--- config.mk ---
export PLATFORM = sky130hd
export DESIGN_NAME = mdu_iter_flat
export DESIGN_NICKNAME = d
export VERILOG_FILES = /design/src/rtl/mdu_pkg.sv /design/src/rtl/mdu_if.sv /design/src/rtl/mdu_step.sv /design/src/rtl/mdu_iter.sv /design/src/flat_wrapper.sv
export SDC_FILE = /design/constraint.sdc
export NUM_CORES = 1
export LEC_CHECK = 0
export CAP_MARGIN = 20
export CORE_MARGIN = 8
export CORE_UTILIZATION = 34
export DETAILED_ROUTE_END_ITERATION = 6
export PLACE_DENSITY = 0.61
export SETUP_SLACK_MARGIN = 0.02
export SYNTH_ARGS = -nofsm -noshare
export SYNTH_HDL_FRONTEND = slang
export SYNTH_SLANG_ARGS = --single-unit
--- constraint.sdc ---
create_clock -name clk -period 6.75 [get_ports clk]
set_clock_uncertainty 0.2 [all_clocks]
set_input_delay 0.675 -clock clk [delete_from_list [all_inputs] [get_ports clk]]
set_output_delay 0.675 -clock clk [all_outputs]
set_load 0.02 [all_outputs]
--- src/rtl/mdu_pkg.sv ---
// mdu_pkg: shared types for the iterative multiply/divide unit.
//   mdu_op_t    - operation code carried on op_e (6 and 7 are reserved)
//   mdu_state_t - control FSM states
package mdu_pkg;

  typedef enum logic [2:0] {
    MDU_MULT  = 3'd0,
    MDU_MULTU = 3'd1,
    MDU_DIV   = 3'd2,
    MDU_DIVU  = 3'd3,
    MDU_MTHI  = 3'd4,
    MDU_MTLO  = 3'd5
  } mdu_op_t;

  typedef enum logic {
    IDLE = 1'b0,
    RUN  = 1'b1
  } mdu_state_t;

endpackage

--- src/rtl/mdu_if.sv ---
// mdu_if: EX-stage issue bus and result bus of the MDU.
//   master (pipeline side): drives start_e/op_e/srca_e/srcb_e/abort,
//                           observes busy/done/div_zero/hi/lo
//   slave  (MDU side):      the reverse
interface mdu_if #(parameter int WIDTH = 32);
  import mdu_pkg::*;

  logic             start_e;
  mdu_op_t          op_e;
  logic [WIDTH-1:0] srca_e;
  logic [WIDTH-1:0] srcb_e;
  logic             abort;
  logic             busy;
  logic             done;
  logic             div_zero;
  logic [WIDTH-1:0] hi;
  logic [WIDTH-1:0] lo;

  modport master (output start_e, op_e, srca_e, srcb_e, abort,
                  input  busy, done, div_zero, hi, lo);
  modport slave  (input  start_e, op_e, srca_e, srcb_e, abort,
                  output busy, done, div_zero, hi, lo);
endinterface

--- src/rtl/mdu_step.sv ---
// mdu_step: one combinational multiply or divide bit-step on the
// 2*WIDTH accumulator.
//   i_div - 1: restoring divide step, 0: shift-add multiply step
//   i_acc - accumulator in  ({hi_part, lo_part})
//   i_b   - multiplicand (multiply) or divisor (divide)
//   o_acc - accumulator out
// Multiply: lo_part holds the remaining multiplier bits, consumed LSB first;
//           the product shifts in from the top.
// Divide:   {rem, quot} shifts left; quotient bits enter at the bottom.
module mdu_step #(
  parameter int WIDTH = 32
) (
  input  logic               i_div,
  input  logic [2*WIDTH-1:0] i_acc,
  input  logic [WIDTH-1:0]   i_b,
  output logic [2*WIDTH-1:0] o_acc
);

  logic [WIDTH:0]     w_sum;
  logic [WIDTH:0]     w_ext;
  logic               w_ge;
  logic [WIDTH-1:0]   w_rem;
  logic [2*WIDTH-1:0] w_mul;
  logic [2*WIDTH-1:0] w_dvd;

  always_comb begin
    // carry out of the add is kept and shifted back into the top bit
    w_sum = {1'b0, i_acc[2*WIDTH-1:WIDTH]} + (i_acc[0] ? {1'b0, i_b} : '0);
    w_mul = {w_sum, i_acc[WIDTH-1:1]};

    // shifted partial remainder needs WIDTH+1 bits before the compare
    w_ext = i_acc[2*WIDTH-1:WIDTH-1];
    w_ge  = (w_ext >= {1'b0, i_b});
    // result is < divisor, so modulo-2^WIDTH subtraction is exact
    w_rem = w_ge ? (w_ext[WIDTH-1:0] - i_b) : w_ext[WIDTH-1:0];
    w_dvd = {w_rem, i_acc[WIDTH-2:0], w_ge};

    o_acc = i_div ? w_dvd : w_mul;
  end

endmodule

--- src/rtl/mdu_iter.sv ---
// mdu_iter: iterative multiply/divide unit with architectural HI/LO.
//   clk   - rising-edge clock
//   reset - asynchronous active-low reset
//   bus   - mdu_if.slave: start_e/op_e/srca_e/srcb_e/abort in,
//           busy/done/div_zero/hi/lo out
// MULT/MULTU/DIV/DIVU run on magnitudes for WIDTH/UNROLL cycles, with the
// sign fixed up on the completion edge; MTHI/MTLO write in one cycle.
module mdu_iter
  import mdu_pkg::*;
#(
  parameter int WIDTH  = 32,
  parameter int UNROLL = 1
) (
  input  logic  clk,
  input  logic  reset,
  mdu_if.slave  bus
);

  localparam int N  = WIDTH / UNROLL;
  localparam int CW = (N > 1) ? $clog2(N) : 1;
  localparam int W2 = 2 * WIDTH;

  mdu_state_t       r_state, w_state_nxt;
  logic [CW-1:0]    r_cnt;
  logic [W2-1:0]    r_acc;
  logic [WIDTH-1:0] r_b, r_a_orig, r_hi, r_lo;
  logic             r_is_div, r_neg_q, r_neg_r, r_bz, r_done, r_dz;

  logic [W2-1:0]    w_chain [UNROLL+1];
  logic             w_arith, w_is_div, w_a_neg, w_b_neg, w_issue, w_last;
  logic [WIDTH-1:0] w_abs_a, w_abs_b, w_q, w_r;
  logic [W2-1:0]    w_fin, w_prod;

  // issue decode
  always_comb begin
    w_arith  = (bus.op_e == MDU_MULT) || (bus.op_e == MDU_MULTU) ||
               (bus.op_e == MDU_DIV)  || (bus.op_e == MDU_DIVU);
    w_is_div = (bus.op_e == MDU_DIV)  || (bus.op_e == MDU_DIVU);
    w_a_neg  = ((bus.op_e == MDU_MULT) || (bus.op_e == MDU_DIV)) && bus.srca_e[WIDTH-1];
    w_b_neg  = ((bus.op_e == MDU_MULT) || (bus.op_e == MDU_DIV)) && bus.srcb_e[WIDTH-1];
    w_abs_a  = w_a_neg ? -bus.srca_e : bus.srca_e;
    w_abs_b  = w_b_neg ? -bus.srcb_e : bus.srcb_e;
    // abort beats a same-cycle start
    w_issue  = (r_state == IDLE) && bus.start_e && !bus.abort && w_arith;
    w_last   = (r_state == RUN) && (r_cnt == '0);
  end

  // UNROLL bit-steps chained per clock
  assign w_chain[0] = r_acc;
  for (genvar g = 0; g < UNROLL; g++) begin : g_step
    mdu_step #(.WIDTH(WIDTH)) u_step (
      .i_div (r_is_div),
      .i_acc (w_chain[g]),
      .i_b   (r_b),
      .o_acc (w_chain[g+1])
    );
  end

  // sign fixup applied to the final step output on the completion edge
  always_comb begin
    w_fin  = w_chain[UNROLL];
    w_prod = r_neg_q ? -w_fin : w_fin;
    w_q    = r_neg_q ? -w_fin[WIDTH-1:0] : w_fin[WIDTH-1:0];
    w_r    = r_neg_r ? -w_fin[W2-1:WIDTH] : w_fin[W2-1:WIDTH];
  end

  // control FSM
  always_ff @(posedge clk or negedge reset) begin
    if (!reset) r_state <= IDLE;
    else        r_state <= w_state_nxt;
  end

  always_comb begin
    w_state_nxt = r_state;
    case (r_state)
      IDLE:    if (w_issue) w_state_nxt = RUN;
      RUN:     if (bus.abort || w_last) w_state_nxt = IDLE;
      default: w_state_nxt = IDLE;
    endcase
  end

  // datapath and HI/LO
  always_ff @(posedge clk or negedge reset) begin
    if (!reset) begin
      r_cnt    <= '0;
      r_acc    <= '0;
      r_b      <= '0;
      r_a_orig <= '0;
      r_hi     <= '0;
      r_lo     <= '0;
      r_is_div <= 1'b0;
      r_neg_q  <= 1'b0;
      r_neg_r  <= 1'b0;
      r_bz     <= 1'b0;
      r_done   <= 1'b0;
      r_dz     <= 1'b0;
    end else begin
      r_done <= 1'b0;
      r_dz   <= 1'b0;
      if (r_state == IDLE) begin
        if (bus.start_e && !bus.abort) begin
          if (bus.op_e == MDU_MTHI) r_hi <= bus.srca_e;
          if (bus.op_e == MDU_MTLO) r_lo <= bus.srca_e;
          if (w_arith) begin
            // multiplier (mul) or dividend (div) starts in the low half
            r_acc    <= {{WIDTH{1'b0}}, (w_is_div ? w_abs_a : w_abs_b)};
            r_b      <= w_is_div ? w_abs_b : w_abs_a;
            r_is_div <= w_is_div;
            r_neg_q  <= w_a_neg ^ w_b_neg;
            r_neg_r  <= w_a_neg;
            r_bz     <= w_is_div && (bus.srcb_e == '0);
            r_a_orig <= bus.srca_e;
            r_cnt    <= CW'(N - 1);
          end
        end
      end else if (!bus.abort) begin
        r_acc <= w_fin;
        if (r_cnt == '0) begin
          r_done <= 1'b1;
          r_dz   <= r_bz;
          if (!r_is_div) begin
            {r_hi, r_lo} <= w_prod;
          end else if (r_bz) begin
            // divide by zero reports the raw dividend, not the fixed-up core result
            r_lo <= '1;
            r_hi <= r_a_orig;
          end else begin
            r_lo <= w_q;
            r_hi <= w_r;
          end
        end else begin
          r_cnt <= r_cnt - CW'(1);
        end
      end
    end
  end

  assign bus.busy     = (r_state == RUN);
  assign bus.done     = r_done;
  assign bus.div_zero = r_dz;
  assign bus.hi       = r_hi;
  assign bus.lo       = r_lo;

endmodule
--- src/flat_wrapper.sv ---
// flat-port wrapper written by rule: the top's interface ports become plain ports
module mdu_iter_flat import mdu_pkg::*;
#(
  parameter int WIDTH  = 32,
  parameter int UNROLL = 1
)
  (clk, reset, bus_start_e, bus_op_e, bus_srca_e, bus_srcb_e, bus_abort, bus_busy, bus_done, bus_div_zero, bus_hi, bus_lo);
  mdu_if #(.WIDTH(WIDTH)) bus_i ();
  input  logic clk;
  input  logic reset;
  input wire logic [$bits(bus_i.start_e)-1:0] bus_start_e;
  input wire logic [$bits(bus_i.op_e)-1:0] bus_op_e;
  input wire logic [$bits(bus_i.srca_e)-1:0] bus_srca_e;
  input wire logic [$bits(bus_i.srcb_e)-1:0] bus_srcb_e;
  input wire logic [$bits(bus_i.abort)-1:0] bus_abort;
  output wire logic [$bits(bus_i.busy)-1:0] bus_busy;
  output wire logic [$bits(bus_i.done)-1:0] bus_done;
  output wire logic [$bits(bus_i.div_zero)-1:0] bus_div_zero;
  output wire logic [$bits(bus_i.hi)-1:0] bus_hi;
  output wire logic [$bits(bus_i.lo)-1:0] bus_lo;
  assign bus_i.start_e = bus_start_e;
  assign bus_i.op_e = bus_op_e;
  assign bus_i.srca_e = bus_srca_e;
  assign bus_i.srcb_e = bus_srcb_e;
  assign bus_i.abort = bus_abort;
  assign bus_busy = bus_i.busy;
  assign bus_done = bus_i.done;
  assign bus_div_zero = bus_i.div_zero;
  assign bus_hi = bus_i.hi;
  assign bus_lo = bus_i.lo;
  mdu_iter #(.WIDTH(WIDTH), .UNROLL(UNROLL)) u_core (.clk(clk), .reset(reset), .bus(bus_i));
endmodule
Word level (Yosys, flattened, before mapping):

Cells that the tools add are included.

* register bits after elaboration: 204
* input bits: 71
* output and inout port bits: 67
* word-level logic and storage cells: 101

* add/subtract/negate cells: 8
* magnitude comparators: 1
* eq/ne operators: 8
* muxes and demuxes: 42
* bitwise gates (word level): 2
* reduce and logical (&&, ||, !) cells: 27

Operators by type and width (number)
* $mux W32: 22
* $mux W64: 6
* $neg A32 Y32: 4
* $neg A64 Y64: 1
* $add A32 B33 Y33: 1
* $ge A33 B32 Y1: 1
* $logic_not A32 Y1: 1
* $sub A32 B32 Y32: 1
* $mux W5: 5
* $reduce_and A4 Y1: 3
* $logic_and A1 B1 Y1: 8
* $mux W1: 8
* $reduce_bool A2 Y1: 4
* $eq A3 B2 Y1 const B: 2
* $eq A3 B3 Y1 const B: 2
* $logic_or A1 B1 Y1: 6
* $ne A2 B2 Y1 const B: 3
* $reduce_and A3 Y1: 2
* $logic_not A5 Y1: 1
* $sub A5 B1 Y5 const B: 1
* $eq A3 B1 Y1 const B: 1
* $logic_not A3 Y1: 1
* $pmux W1 S2: 1
* $logic_not A1 Y1: 1
* 2 further kinds: 2

Longest topological paths before layout:

* depth after elaboration: 10
* depth in mapped cells: 24
* mapped depth without buffers: 20

By module:

From an unflattened synthesis, not the netlist that was laid out.

* cells, all modules: 2254
* area total of the unflattened synthesis: 17673.2 um^2

Modules (own cells, without submodules)
* mdu_iter: times used 1, cells each 1583, area each 12974.9 um^2, seq. area each 5104.9 um^2
* mdu_step: times used 1, cells each 671, area each 4698.3 um^2, seq. area each 0.0 um^2

Least setup slack after synthesis:

Ideal clock, no wire load.

* path type: register to register
* start: register u_core.r_is_div
* end: register u_core.r_hi[26], in the netlist u_core.bus.hi[26]
* library setup time: 0.077 ns
* data arrival time: 5.352 ns
* required time: 6.473 ns
* slack: 1.120 ns
* cell stages (with the launch flop): 21
* buffers on the path: 9
* period minus slack after synthesis: 5.630 ns
* cell sequence: dfrtp_1 clkbuf_1 buf_2 buf_1 buf_2 clkbuf_1 buf_1 buf_1 buf_2 buf_1 o21ai_0 inv_1 ha_1 inv_1 a211oi_1 nand3b_1 nand4b_1 or4b_1 o21ai_0 mux2_2 a21oi_1

* longest elaborated chain between the ends: 8
* elaborated cells between the ends (all ways): 10
* those cells by class: add/sub (2); mux (8)

RTL lines
* from (decl): RTL line mdu_iter.sv:27 `logic r_is_div, r_neg_q, r_neg_r, r_bz, r_done, r_dz;`
* from (signal assigned): RTL line mdu_iter.sv:108 `r_is_div <= w_is_div;`
* $mux W64: RTL line mdu_step.sv:38 `o_acc = i_div ? w_dvd : w_mul;`
* $neg A32 Y32: RTL line mdu_iter.sv:64 `w_r = r_neg_r ? -w_fin[W2-1:WIDTH] : w_fin[W2-1:WIDTH];`
* $mux W32: RTL line mdu_iter.sv:64
* $mux W32: RTL line mdu_iter.sv:123 `end else if (r_bz) begin`
* $mux W32 (*): RTL line mdu_iter.sv:121 `if (!r_is_div) begin`
* $mux W32 (*): RTL line mdu_iter.sv:118 `if (r_cnt == '0) begin`
* $mux W32 (*): RTL line mdu_iter.sv:116 `end else if (!bus.abort) begin`
* $mux W32 (*): RTL line mdu_iter.sv:100 `if (r_state == IDLE) begin`
* to (signal assigned): RTL line mdu_iter.sv:102 `if (bus.op_e == MDU_MTHI) r_hi <= bus.srca_e;`
* to (signal assigned): RTL line mdu_iter.sv:122 `{r_hi, r_lo} <= w_prod;`
* to (signal assigned): RTL line mdu_iter.sv:126 `r_hi <= r_a_orig;`
* to (decl): RTL line mdu_iter.sv:26 `logic [WIDTH-1:0] r_b, r_a_orig, r_hi, r_lo;`

Mark *: on every way between the ends. The rest lies on a longest branch, timed or not. The select of a mux whose other input is x is not followed.
A chain may end at the register's enable or synchronous reset.

Worst setup path after layout:

* start: register u_core.r_acc[0]
* end: register u_core.r_hi[26], in the netlist u_core.bus.hi[26]

* longest elaborated chain between the ends: 10
* elaborated cells between the ends (all ways): 12
* those cells by class: add/sub (3); mux (9)

RTL lines
* from (decl): RTL line mdu_iter.sv:25 `logic [W2-1:0] r_acc;`
* from (signal assigned): RTL line mdu_iter.sv:106 `r_acc <= {{WIDTH{1'b0}}, (w_is_div ? w_abs_a : w_abs_b)};`
* from (signal assigned): RTL line mdu_iter.sv:117 `r_acc <= w_fin;`
* $mux W32: RTL line mdu_step.sv:28 `w_sum = {1'b0, i_acc[2*WIDTH-1:WIDTH]} + (i_acc[0] ? {1'b0, i_b} : '0);`
* $add A32 B33 Y33: RTL line mdu_step.sv:28
* $mux W64 (*): RTL line mdu_step.sv:38
* $neg A32 Y32: RTL line mdu_iter.sv:64
* $mux W32: RTL line mdu_iter.sv:64
* $mux W32: RTL line mdu_iter.sv:123
* $mux W32 (*): RTL line mdu_iter.sv:121
* $mux W32 (*): RTL line mdu_iter.sv:118
* $mux W32 (*): RTL line mdu_iter.sv:116
* $mux W32 (*): RTL line mdu_iter.sv:100

Marks and branches as above.

==> results.sh <==
export IMPL_slowest_stage="dfrtp_1"
export IMPL_cts_htree_levels=1
export IMPL_post_route_period_util_pct=91.9
export IMPL_dieArea_um2=62900
export IMPL_cap_violations=0
export IMPL_grt_pass1_vias=19300
export IMPL_ioPinCount=138
export IMPL_path_buf_inv=0
export IMPL_n_fill_cell=5616
export IMPL_clkTransAtPathRegs_ns=0.06
export IMPL_cts_tree="built"
export IMPL_drv_slew=0
export IMPL_die_x_um=251
export IMPL_die_y_um=251
export IMPL_ys_ff_latch=204
export IMPL_place_congestion=1.00
export IMPL_final_hold_violation_count=0
export IMPL_numCtsBuffers=27
export IMPL_stdcell_count=3242
export IMPL_min_path_type="reg2reg"
export IMPL_synth_nets=2608
export IMPL_cts_resized=0
export IMPL_finalCriticalPeriod_ns=6.20
export IMPL_status="finished, final reports clean"
export IMPL_cts_hold_buf=1
export IMPL_tightest_slew_ns=1.12
export IMPL_area_growth_pct=16.0
export IMPL_core_um2=54800
export IMPL_antenna_found_initial=5
export IMPL_netlist_instances=2465
export IMPL_synthFlopType="dfrtp_1"
export IMPL_combPwrFrac_pct=62.4
export IMPL_leakage_nw=8.78
export IMPL_routed_wl_um=85400
export IMPL_cts_sinks=204
export IMPL_critPathMaxFanout=21
export IMPL_rows=86
export IMPL_grt_pass1_wl_um=125000
export IMPL_power_density_nw_per_um2=420
export IMPL_synth_distinct_cells=95
export IMPL_wl_per_cell_um=26.3
export IMPL_initial_utilization_pct=34.2
export IMPL_cp_cell_sequence="and2_1 > ha_1 > nand4_1 > a2111oi_0 > o21ai_0 > a31oi_1 > mux2_2 > a221oi_2 > o21ai_0 > or3_1 > or4b_1 > o21ai_0 > mux2_2 > a21oi_1"
export IMPL_rsz0062_at_grt="false"
export IMPL_regArea_um2=5110
export IMPL_end_kind="register"
export IMPL_initialDrtViolationCount=1910
export IMPL_crit_family="compound AO/OA/AOI/OAI gates"
export IMPL_p_sw_share_pct=51.1
export IMPL_drtAntennaViolNets=0
export IMPL_nNetsFinal=2663
export IMPL_start_kind="register"
export IMPL_grt_use_total_pct=26.0
export IMPL_timing_final_ws_setup_ns=0.550
export IMPL_relSlewSlack_pct=25.1
export IMPL_yosysSeqAreaShare_pct=27.2
export IMPL_grt_max_degree=144
export IMPL_drc=0
export IMPL_first_pass_iters=5
export IMPL_viasPerCell=6.19
export IMPL_synthesis_area_um2=18700
export IMPL_fmax_ghz=0.161
export IMPL_syn_area_per_cell_um2=7.60
export IMPL_switching_power_mw=4.67
export IMPL_drive_gt1_share_pct=7.76
export IMPL_cts_setup_buffers=0
export IMPL_clkPwrFrac_pct=16.6
export IMPL_pre_cts_ws_ns=0.771
export IMPL_cp_arrival_ns=6.50
export IMPL_clk_latency_ns=0.59
export IMPL_stdcell_area_um2=21700
export IMPL_post_place_cells=3194
export IMPL_grt_overflow=0
export IMPL_ir_drop_v=0.000256
export IMPL_insertedDiodeCount=0
export IMPL_ys_warn_count=0
export IMPL_intPower_mw=4.46
export IMPL_worstSetupPathType="reg2reg"
export IMPL_setup_viol=0
export IMPL_dp_hpwl_um=65700
export IMPL_crit_path_frequent_cell="o21ai_0"
export IMPL_via_count=20100
export IMPL_ctsLongestPathBuffers=3
export IMPL_seqPwrFrac_pct=21.0
export IMPL_portBuffers=137
export IMPL_cpPeakStageDelay_ns=0.68
export IMPL_finalSetupTns_ns=0
export IMPL_multi_input_comb_area_um2=12700
export IMPL_async_reset_ff_share_pct=100
export IMPL_detailed_place_area_um2=20800
export IMPL_cts_root_buf="clkbuf_16"
export IMPL_critPathRequiredTime_ns=7.05
export IMPL_synth_edff_count=0
-- kinds of logic (layout without fill, tap and decap cells) --
logic type      count (synthesis)  count (layout)  synth area share (%)
xor+xnor                      162             162                  7.57
compound gates                798             798                  26.9
flops                         204             204                  27.2
mux                           111             111                  6.25
buf+inv                       245             318                  5.12
simple gates                  873             873                  22.0
fa+ha+maj                      72              72                  4.89
-- placed cells by master, fill, tap and decap left out, types with 8 or more instances in the layout --
master | netlist | final
buf_4 | 1 | 52
a21o_1 | 21 | 20
o41ai_1 | 11 | 11
a211oi_1 | 27 | 27
nor3_1 | 51 | 51
a31oi_1 | 36 | 35
o22ai_1 | 40 | 40
nand4_1 | 32 | 32
nand3_1 | 43 | 43
or3_1 | 32 | 32
nor4_1 | 27 | 27
clkdlybuf4s50_1 | 0 | 136
nand2b_1 | 20 | 19
mux2i_1 | 62 | 62
and3_1 | 16 | 16
nor2_1 | 220 | 219
o21a_1 | 21 | 21
mux2_2 | 49 | 49
nor2b_1 | 12 | 11
o21bai_1 | 8 | 8
or2_2 | 14 | 14
clkbuf_16 | 0 | 27
xor2_1 | 71 | 71
a22o_1 | 15 | 15
nand2_1 | 315 | 315
o211ai_1 | 24 | 24
o211a_1 | 8 | 8
and4_1 | 8 | 8
xnor2_1 | 91 | 91
inv_1 | 77 | 77
dfrtp_1 | 204 | 201
o31ai_1 | 45 | 45
o21ai_0 | 270 | 270
and2_1 | 39 | 39
or4_1 | 15 | 15
a21oi_1 | 183 | 182
ha_1 | 70 | 70
-- stage by stage --
stage	utilization [%]	hold WS [ns]	power, mW
after global routing	39.7	0.295	9.61
final	39.7	0.281	9.13
after CTS	39.7	0.280	9.03
after floorplan	-	0.179	5.43
after global placement	38.0	0.263	7.44
after detailed placement	38.0	0.267	7.48
-- routing by layer --
metal / routed length (um) / GRT usage, % / share of wire [%]
met5: 13 / 0 / 0.015
met4: 4920 / 13.0 / 5.8
met3: 6440 / 4.31 / 7.5
met2: 39300 / 42.6 / 46
met1: 34700 / 32.9 / 41
-- worst paths after layout --
kind,startpoint,end,slack [ns],cells after the start
max reg2reg,u_core.r_acc[0],u_core.bus.hi[26],0.55,14
min,u_core.bus.lo[18],u_core.bus.lo[18],0.28,2
min in group asynchronous,reset,u_core.r_acc[48],0.45,2
min reg2reg,u_core.bus.lo[18],u_core.bus.lo[18],0.28,2
max,u_core.r_acc[0],u_core.bus.hi[26],0.55,14
max in group asynchronous,reset,u_core.r_a_orig[26],4.63,3
-- power groups by stage --
stage	sequential (mW)	clock, mW	combinational, mW
2_1_floorplan	1.91	0	3.52
3_3_place_gp	1.91	0	5.54
3_5_place_dp	1.92	0	5.56
4_1_cts	1.90	1.54	5.59
5_1_grt	1.95	1.57	6.08
6_report	1.91	1.52	5.70
-- tightest hold or removal path: stages (launching register included) --
cell     delay (ns)
dfrtp_1        0.33
nand2_1        0.05
o21ai_0        0.06
-- cells in the mapped netlist, types with 36 or more instances --
cell | instances | area (um2)
a31oi_1 | 36 | 225
mux2_2 | 49 | 552
clkbuf_1 | 127 | 477
nor2_1 | 220 | 826
ha_1 | 70 | 876
inv_1 | 77 | 289
nand2_1 | 315 | 1180
nand3_1 | 43 | 215
nor3_1 | 51 | 255
o22ai_1 | 40 | 250
o21ai_0 | 270 | 1350
mux2i_1 | 62 | 621
o31ai_1 | 45 | 338
xor2_1 | 71 | 622
a21oi_1 | 183 | 916
dfrtp_1 | 204 | 5100
xnor2_1 | 91 | 797
and2_1 | 39 | 244
-- registers in the layout, indices dropped and copies added, names as in the netlist --
register	count
u_core.r_a_orig	32
u_core.r_bz	1
u_core.r_b	32
u_core.r_is_div	1
u_core.r_neg_r	1
u_core.bus.hi	32
u_core.r_neg_q	1
u_core.bus.done	1
u_core.r_cnt	5
u_core.r_acc	64
u_core.bus.div_zero	1
u_core.bus.lo	32
u_core.bus.busy	1
-- layout make-up --
| class | count | share of cell area [%] |
|---|---|---|
| timing repair buffer | 192 | 8.36 |
| sequential | 204 | 23.5 |
| clock buffer | 37 | 3.51 |
| tap | 704 | 4.05 |
| multi-input combinational | 2016 | 58.5 |
| clock inverter | 10 | 0.674 |
| inverter | 79 | 1.36 |
Note: power is estimated with default switching activity, not from simulation.
